===== src/rtl/icache_dm.sv =====
// icache_dm: direct-mapped read-only instruction cache with whole-line refill from a handshaked backing memory
module icache_dm #(
  parameter int LINES = 16,
  parameter int WORDS = 4
) (
  input  logic        clk,
  input  logic        reset,
  input  logic [31:0] pc,
  output logic [31:0] instr,
  output logic        stall,
  input  logic        inv,
  output logic        mem_req,
  output logic [31:0] mem_addr,
  input  logic        mem_ack,
  input  logic [31:0] mem_rdata
);
  localparam int WB  = $clog2(WORDS);
  localparam int OFF = WB + 2;
  localparam int IDX = $clog2(LINES);
  localparam int TAG = 32 - IDX - OFF;
  typedef enum logic {IDLE, REFILL} state_t;
  state_t           state;
  logic [LINES-1:0] valid;
  logic [TAG-1:0]   tags [LINES];
  logic [31:0]      data [LINES*WORDS];
  logic [IDX-1:0]   idx, ridx;
  logic [WB-1:0]    off, cnt;
  logic [TAG-1:0]   ptag;
  logic             kill, hit, last, unused;
  assign off    = pc[OFF-1:2];
  assign idx    = pc[OFF+IDX-1:OFF];
  assign ptag   = pc[31:OFF+IDX];
  assign unused = ^pc[1:0];
  assign hit    = state == IDLE && valid[idx] && tags[idx] == ptag && !reset && !inv;
  assign instr  = hit ? data[{idx, off}] : '0;
  assign stall  = !reset && !hit;
  assign last   = state == REFILL && mem_ack && cnt == WB'(WORDS - 1);
  always_ff @(posedge clk) begin
    if (reset) begin
      state    <= IDLE;
      valid    <= '0;
      cnt      <= '0;
      kill     <= 1'b0;
      ridx     <= '0;
      mem_req  <= 1'b0;
      mem_addr <= '0;
    end else if (state == IDLE) begin
      if (inv) valid <= '0;
      else if (!hit) begin
        state    <= REFILL;
        ridx     <= idx;
        cnt      <= '0;
        mem_req  <= 1'b1;
        mem_addr <= {pc[31:OFF], OFF'(0)};
      end
    end else begin
      if (inv) begin
        valid <= '0;
        kill  <= 1'b1;
      end
      if (mem_ack) begin
        cnt      <= cnt + 1'b1;
        mem_addr <= mem_addr + 32'd4;
        if (last) begin
          state   <= IDLE;
          mem_req <= 1'b0;
          kill    <= 1'b0;
          if (!kill && !inv) valid[ridx] <= 1'b1;
        end
      end
    end
  end
  always_ff @(posedge clk) begin
    if (!reset && state == REFILL && mem_ack) data[{ridx, cnt}] <= mem_rdata;
    if (!reset && last) tags[ridx] <= mem_addr[31:OFF+IDX];
  end
endmodule


===== config.mk =====
export PLATFORM = sky130hd
export DESIGN_NAME = icache_dm
export DESIGN_NICKNAME = d
export VERILOG_FILES = /design/src/rtl/icache_dm.sv
export SDC_FILE = /design/constraint.sdc
export NUM_CORES = 2
export LEC_CHECK = 0
export BUFFER_PORTS_ARGS = -buffer_cell sky130_fd_sc_hd__buf_2
export CELL_PAD_IN_SITES_DETAIL_PLACEMENT = 1
export CELL_PAD_IN_SITES_GLOBAL_PLACEMENT = 2
export CORE_UTILIZATION = 40
export DETAILED_ROUTE_END_ITERATION = 12
export GPL_ROUTABILITY_DRIVEN = 0
export GPL_TIMING_DRIVEN = 0
export HOLD_SLACK_MARGIN = 0.1
export PLACE_DENSITY = 0.7
export RECOVER_POWER = 100
export SYNTH_ARGS = -nofsm -noshare
export SYNTH_HDL_FRONTEND = slang
export SYNTH_SLANG_ARGS = --single-unit

===== constraint.sdc =====
create_clock -name clk -period 5.2 [get_ports clk]
set_input_delay 1.04 -clock clk [delete_from_list [all_inputs] [get_ports clk]]
set_output_delay 1.04 -clock clk [all_outputs]
set_load 0.01 [all_outputs]

# Word level (Yosys, flattened, before mapping)
# Memory sizes are Yosys's and may differ from the RTL's.
# Cells that the tools add are included.
[word_totals] memories=2 regBits=57 mem_bits_rw=2432 word_cells=80
[memory_table] memory="data" words=64 width=32 rd=1 rd_ports_with_merged_regs=0 write_ports=1 line="25" rtl="logic [31:0] data [LINES*WORDS];"
[memory_table] memory="tags" words=16 width=24 rd=1 rd_ports_with_merged_regs=0 write_ports=1 line="24" rtl="logic [TAG-1:0] tags [LINES];"
[op_classes] n_bitwise=4 n_addsub=2 order_cmp=3 reduce_logical=19 n_mux=37 n_eq_ne=6
[op_table] operator="$mux 32" n=5
[op_table] operator="$mux 16" n=7
[op_table] operator="$add 32x3->32 const B" n=1
[op_table] operator="$eq 24x24->1" n=1
[op_table] operator="$mux 1" n=19
[op_table] operator="$or 16x16->16" n=1
[op_table] operator="$logic_and 1x1->1" n=12
[op_table] operator="$lt 4x5->1 const B" n=2
[op_table] operator="$mux 2" n=4
[op_table] operator="$reduce_and 3->1" n=2
[op_table] operator="$bmux 1 s4" n=1
[op_table] operator="$demux 1 s4" n=1
[op_table] operator="$ge 4x1->1 const B" n=1
[op_table] operator="$logic_not 1->1" n=4
[op_table] operator="$ne 2x1->1 const B" n=2
[op_table] operator="$ne 2x2->1 const B" n=2
[op_table] operator="$reduce_and 4->1" n=1
[op_table] operator="$not 1->1" n=3
[op_table] operator="$add 2x1->2 const B" n=1
[op_table] operator="$eq 2x2->1 const B" n=1

# Longest topological paths before layout
[depth] depth_word=9 ltp_mapped=15

# Worst setup path after synthesis
# No wires, ideal clock.
[synth_path] path_kind="input to output" startpoint="input port pc[5]" endpoint="output port instr[23]" stages=11 t_required_ps=4160 arrival_ps=3943 setup_slack_ps=217 path_buffers=4 cell_sequence="buf_2 buf_4 buf_2 mux4_2 mux4_2 xor2_1 nor4_1 nand3_1 nor3_2 clkbuf_1 and3_1"
[synth_via] elab_chain_len=7 elab_cells_between_ends=10 classes_between="eq/ne (1); mux (3); reduce/logical (4); memory (2)"
[synth_rtl] item="start: declaration" line="8" rtl="input logic [31:0] pc,"
[synth_rtl] item="parallel branches: the longest is 6 deep, another holds $mem_v2 16x24"
[synth_rtl] item="$mux 32 *" line="35" rtl="assign instr = hit ? data[{idx, off}] : '0;"
[synth_rtl] item="end: declaration" line="9" rtl="output logic [31:0] instr,"
# Every way passes the cells marked *. The select of a mux whose other input is x is not followed.

# Final worst setup path
[layout_path] startpoint="input port pc[5]" endpoint="output port instr[30]"
# Same word-level chain as after synthesis.

==> impl_results.md <==
* Run status: complete, but fails checks
* Violated checks: design-rule violations, max-capacitance violations, max-slew violations, negative setup slack
* Slew at the pin closest to its max-slew limit at 3.65 ns
* Number of synthesized flops with an enable pin at 2,432
* Slew margin rel. at -143%
* Share of layout cells above drive strength 1 at 31.0%
* Required time worst endpoint at 4.16 ns
* Category of cells accounting for the largest share of critical-path delay: simple AND/OR/NAND/NOR gates
* Share of the core filled with cells in the final layout at 46.4%
* Path class of the lowest-slack min-delay path: input port to register
* Total of flip-flops plus latches after synthesis at 2,487
* Internal cell power at 33,700 uW
* Most frequent standard cell in the layout excluding fill and tap cells: sky130_fd_sc_hd__edfxtp_1
* Clk_skew at 0.0594 ns
* Number of cells produced by synthesis at 4,067
* Share of total power in combinational logic at 5.2%
* Number of optimization iterations in the first detailed-route pass at 9
* Worst ir drop on vdd at 393 uV
* Synthesized area divided by synthesized cell count at 23.6 sq um
* Sequential area share after synthesis at 77.3%
* Post-synth top area share at 76.1%
* Fraction of the cycle the final worst path needs at 104%
* Biggest fanout along the worst timing path at 7
* Final WL at 276,000 microns
* Largest net degree at the start of global routing at 65
* Number of vias per cell after detailed routing at 5.86
* Count of different cell masters after synthesis at 60
* Total half-perimeter wirelength after legalization and detailed placement at 179,000 microns
* Highest attainable clock frequency at 185 MHz
* Die ar. at 242,000 sq um
* Post-Route Setup TNS at -6.28 ns
* Final Total Pwr at 42,900 uW
* Delay contributed by the slowest stage of the critical path at 0.57 ns
* Number of top-level pins at 134
* Total via count in the routed design at 46,500
* Filler cells at 21,400
* Clock tree sinks at 2,487
* H-tree Lvls at 5
* Worst path arrival time at 4.38 ns
* Via count of the first global-routing pass at 47,800
* Startpoint types: input port
* Routed len/inst at 34.8 microns
* Switching component of the power at 9160 uW
* Power per Cell Area at 388 nW/um^2
* Number of antenna violations at the first check in global routing at 31
* Overall die height at 492 microns
* Buffer type at the clock tree root: sky130_fd_sc_hd__clkbuf_16
* Clock insertion delay at the later pin of the skew report at 0.93 ns
* Critical path buffer and inverter count at 6
* Remaining DRCs at 48
* Pins Over Slew Limit at 3,282
* Crit path setup slack, layout at -0.216 ns
* Yosys warns at 0
* Number of nets still failing antenna checks after routing at 0
* Most frequent cell on the critical path: sky130_fd_sc_hd__buf_12
* Cell with the biggest individual delay on the critical path: sky130_fd_sc_hd__or4_4
* Highest-count cells in the layout ignoring fill and taps: sky130_fd_sc_hd__edfxtp_1 (2,432), sky130_fd_sc_hd__mux4_2 (754), sky130_fd_sc_hd__clkbuf_16 (286), sky130_fd_sc_hd__clkbuf_1 (197), sky130_fd_sc_hd__nor2_1 (118)
* Sequence of cells on the critical path: buf_12 > buf_12 > buf_8 > mux2i_1 > mux4_2 > xor2_1 > nor2_1 > a2111o_1 > or4_4 > nor3_4 > buf_12 > clkbuf_16 > and3_4 > buf_6
* CTS tree: built
* Crit end category: output pin
* Max-capacitance violation count at 112
* Post-Place Cells at 7,438
* Top FF cell, synth: sky130_fd_sc_hd__edfxtp_1
* CTS buffer count at 275
* Global routing usage summed across all routing layers at 22.7%
* Setup repair after global routing missed its margin: true
* First DRT Iteration DRCs at 5,373
* Number of non-filler instances in the completed layout at 7,938
* Leakage component of the power at 0.0345 uW
* Total Nets Final at 4,649
* Remaining global-route overflow at 0
* Final worst path period need at 5.42 ns
* Portion of total power attributed to sequential cells at 51.8%
* Synthesized cell area at 96,000 sq um
* Starting density of the core at 40.3%
* First-pass GRT wire length at 382,000 microns
* Largest buffer count on any clock path at 4
* Port bufs at 121
* Fraction of registers with async set/reset at 0%
* Placeable core region at 238,000 sq um
* Area grow syn2layout at 15.2%
* Number of hold-slack violations in the final timing report at 0
* Clock transition at the registers of the reported paths at 0.05 ns
* Final-report setup violation count at 68
* Critical path start-end classification: input port to output pin
* Cells taking the most area after synthesis: sky130_fd_sc_hd__edfxtp_1 (76%), sky130_fd_sc_hd__mux4_2 (18%), sky130_fd_sc_hd__dfxtp_1 (1.1%), sky130_fd_sc_hd__mux2i_1 (0.81%), sky130_fd_sc_hd__clkbuf_1 (0.67%)
* Die width at 492 microns
* Switching portion of total power at 21.3%
* Dominant cell type by area after synthesis: sky130_fd_sc_hd__edfxtp_1
* Part of the total power dissipated in the clock network at 43.1%
* Hold slack at 0.456 ns
* Standard-cell row count at 179
==> metal layers <==
metal / up-vias / share of wire (%) / global-route usage [%]
li1: 18500 / - / -
met1: 25600 / 40 / 30.4
met2: 1918 / 50 / 37.9
met3: 461 / 6.9 / 3.77
met4: 6 / 3.5 / 7.28
met5: - / 0.012 / 0
==> layout make-up <==
cell class / instances / area (sq um) / area share (%)
Timing Repair Buffer: 234 / 1210 / 1.09
Sequential cell: 2487 / 74100 / 67.0
Clock inverter: 116 / 1010 / 0.918
Clock buffer: 343 / 7320 / 6.62
Buffer: 224 / 1840 / 1.67
Inverter: 10 / 42.5 / 0.0385
Multi-Input combinational cell: 1347 / 21000 / 19.0
Tap cell: 3167 / 3960 / 3.58
Antenna cell: 10 / 25.0 / 0.0226
==> sequential cells by signal, indices dropped and copies added (netlist names) <==
| signal | flops |
|---|---|
| data | 2048 |
| kill | 1 |
| mem_addr | 30 |
| tags | 384 |
| state | 1 |
| ridx | 4 |
| cnt | 2 |
| mem_req | 1 |
| valid | 16 |
==> through the flow <==
stage,cell area (sq um),worst slack [ns]
5_1_grt,111000,-0.266
2_1_floorplan,96000,0.217
3_5_place_dp,103000,-2.84
3_3_place_gp,101000,-3.70
4_1_cts,112000,-0.270
6_report,111000,-0.216
==> cells in the mapped netlist, types with 10 or more instances <==
cell and count:
sky130_fd_sc_hd__nor3_1 11, sky130_fd_sc_hd__buf_4 13, sky130_fd_sc_hd__and3_1 39, sky130_fd_sc_hd__edfxtp_1 2432
sky130_fd_sc_hd__nand3_1 28, sky130_fd_sc_hd__buf_1 16, sky130_fd_sc_hd__xor2_1 27, sky130_fd_sc_hd__clkbuf_1 172
sky130_fd_sc_hd__nor2_1 120, sky130_fd_sc_hd__buf_2 19, sky130_fd_sc_hd__nand2_1 52, sky130_fd_sc_hd__dfxtp_1 55
sky130_fd_sc_hd__nor2b_1 10, sky130_fd_sc_hd__nand2b_1 17, sky130_fd_sc_hd__a21oi_1 45, sky130_fd_sc_hd__mux2i_1 78
sky130_fd_sc_hd__xnor2_1 36, sky130_fd_sc_hd__nand4_1 15, sky130_fd_sc_hd__mux4_2 754, sky130_fd_sc_hd__o21ai_0 10
==> worst paths after layout <==
kind | from | to | slack (ns) | depth (start not counted)
min | pc[31] | mem_addr[31] | 0.46 | 2
max reg2reg | state | data[56][13] | -0.08 | 5
min reg2reg | valid[14] | valid[14] | 0.47 | 2
max | pc[5] | instr[30] | -0.22 | 14
==> worst register-to-register path: stages (launching register included) <==
cell and delay, ns:
sky130_fd_sc_hd__dfxtp_1 0.46, sky130_fd_sc_hd__nand2_1 0.31, sky130_fd_sc_hd__nor3_1 0.82, sky130_fd_sc_hd__nand2_1 0.62, sky130_fd_sc_hd__nor2_1 1.91, sky130_fd_sc_hd__buf_2 0.77
==> power groups by stage <==
stage / registers, uW / clock network (uW) / logic, uW
2_1_floorplan: 22500 / 0 / 1110
3_3_place_gp: 22600 / 0 / 2100
3_5_place_dp: 22600 / 0 / 2170
4_1_cts: 22200 / 18700 / 2250
5_1_grt: 22200 / 19400 / 2300
6_report: 22200 / 18500 / 2210
==> kinds of logic after synthesis <==
kind of cell,count (synthesis),synth area share [%]
buffers and inverters,234,1.02
other,1,0.00391
adders and majority gates,2,0.0261
muxes,841,18.6
and+or+nand+nor,322,1.64
AOI/OAI and AO/OA,117,0.866
xor gates and xnor gates,63,0.575
DFF,2487,77.3
==> timing repair <==
item	CTS	global route
cloned	2	0
gates resized for setup	396	21
endpoints found under the setup margin	48	33
hold buffers	0	0
setup buffers	17	8
pin swaps	10	8
Note: power is estimated with default switching activity, not from simulation.
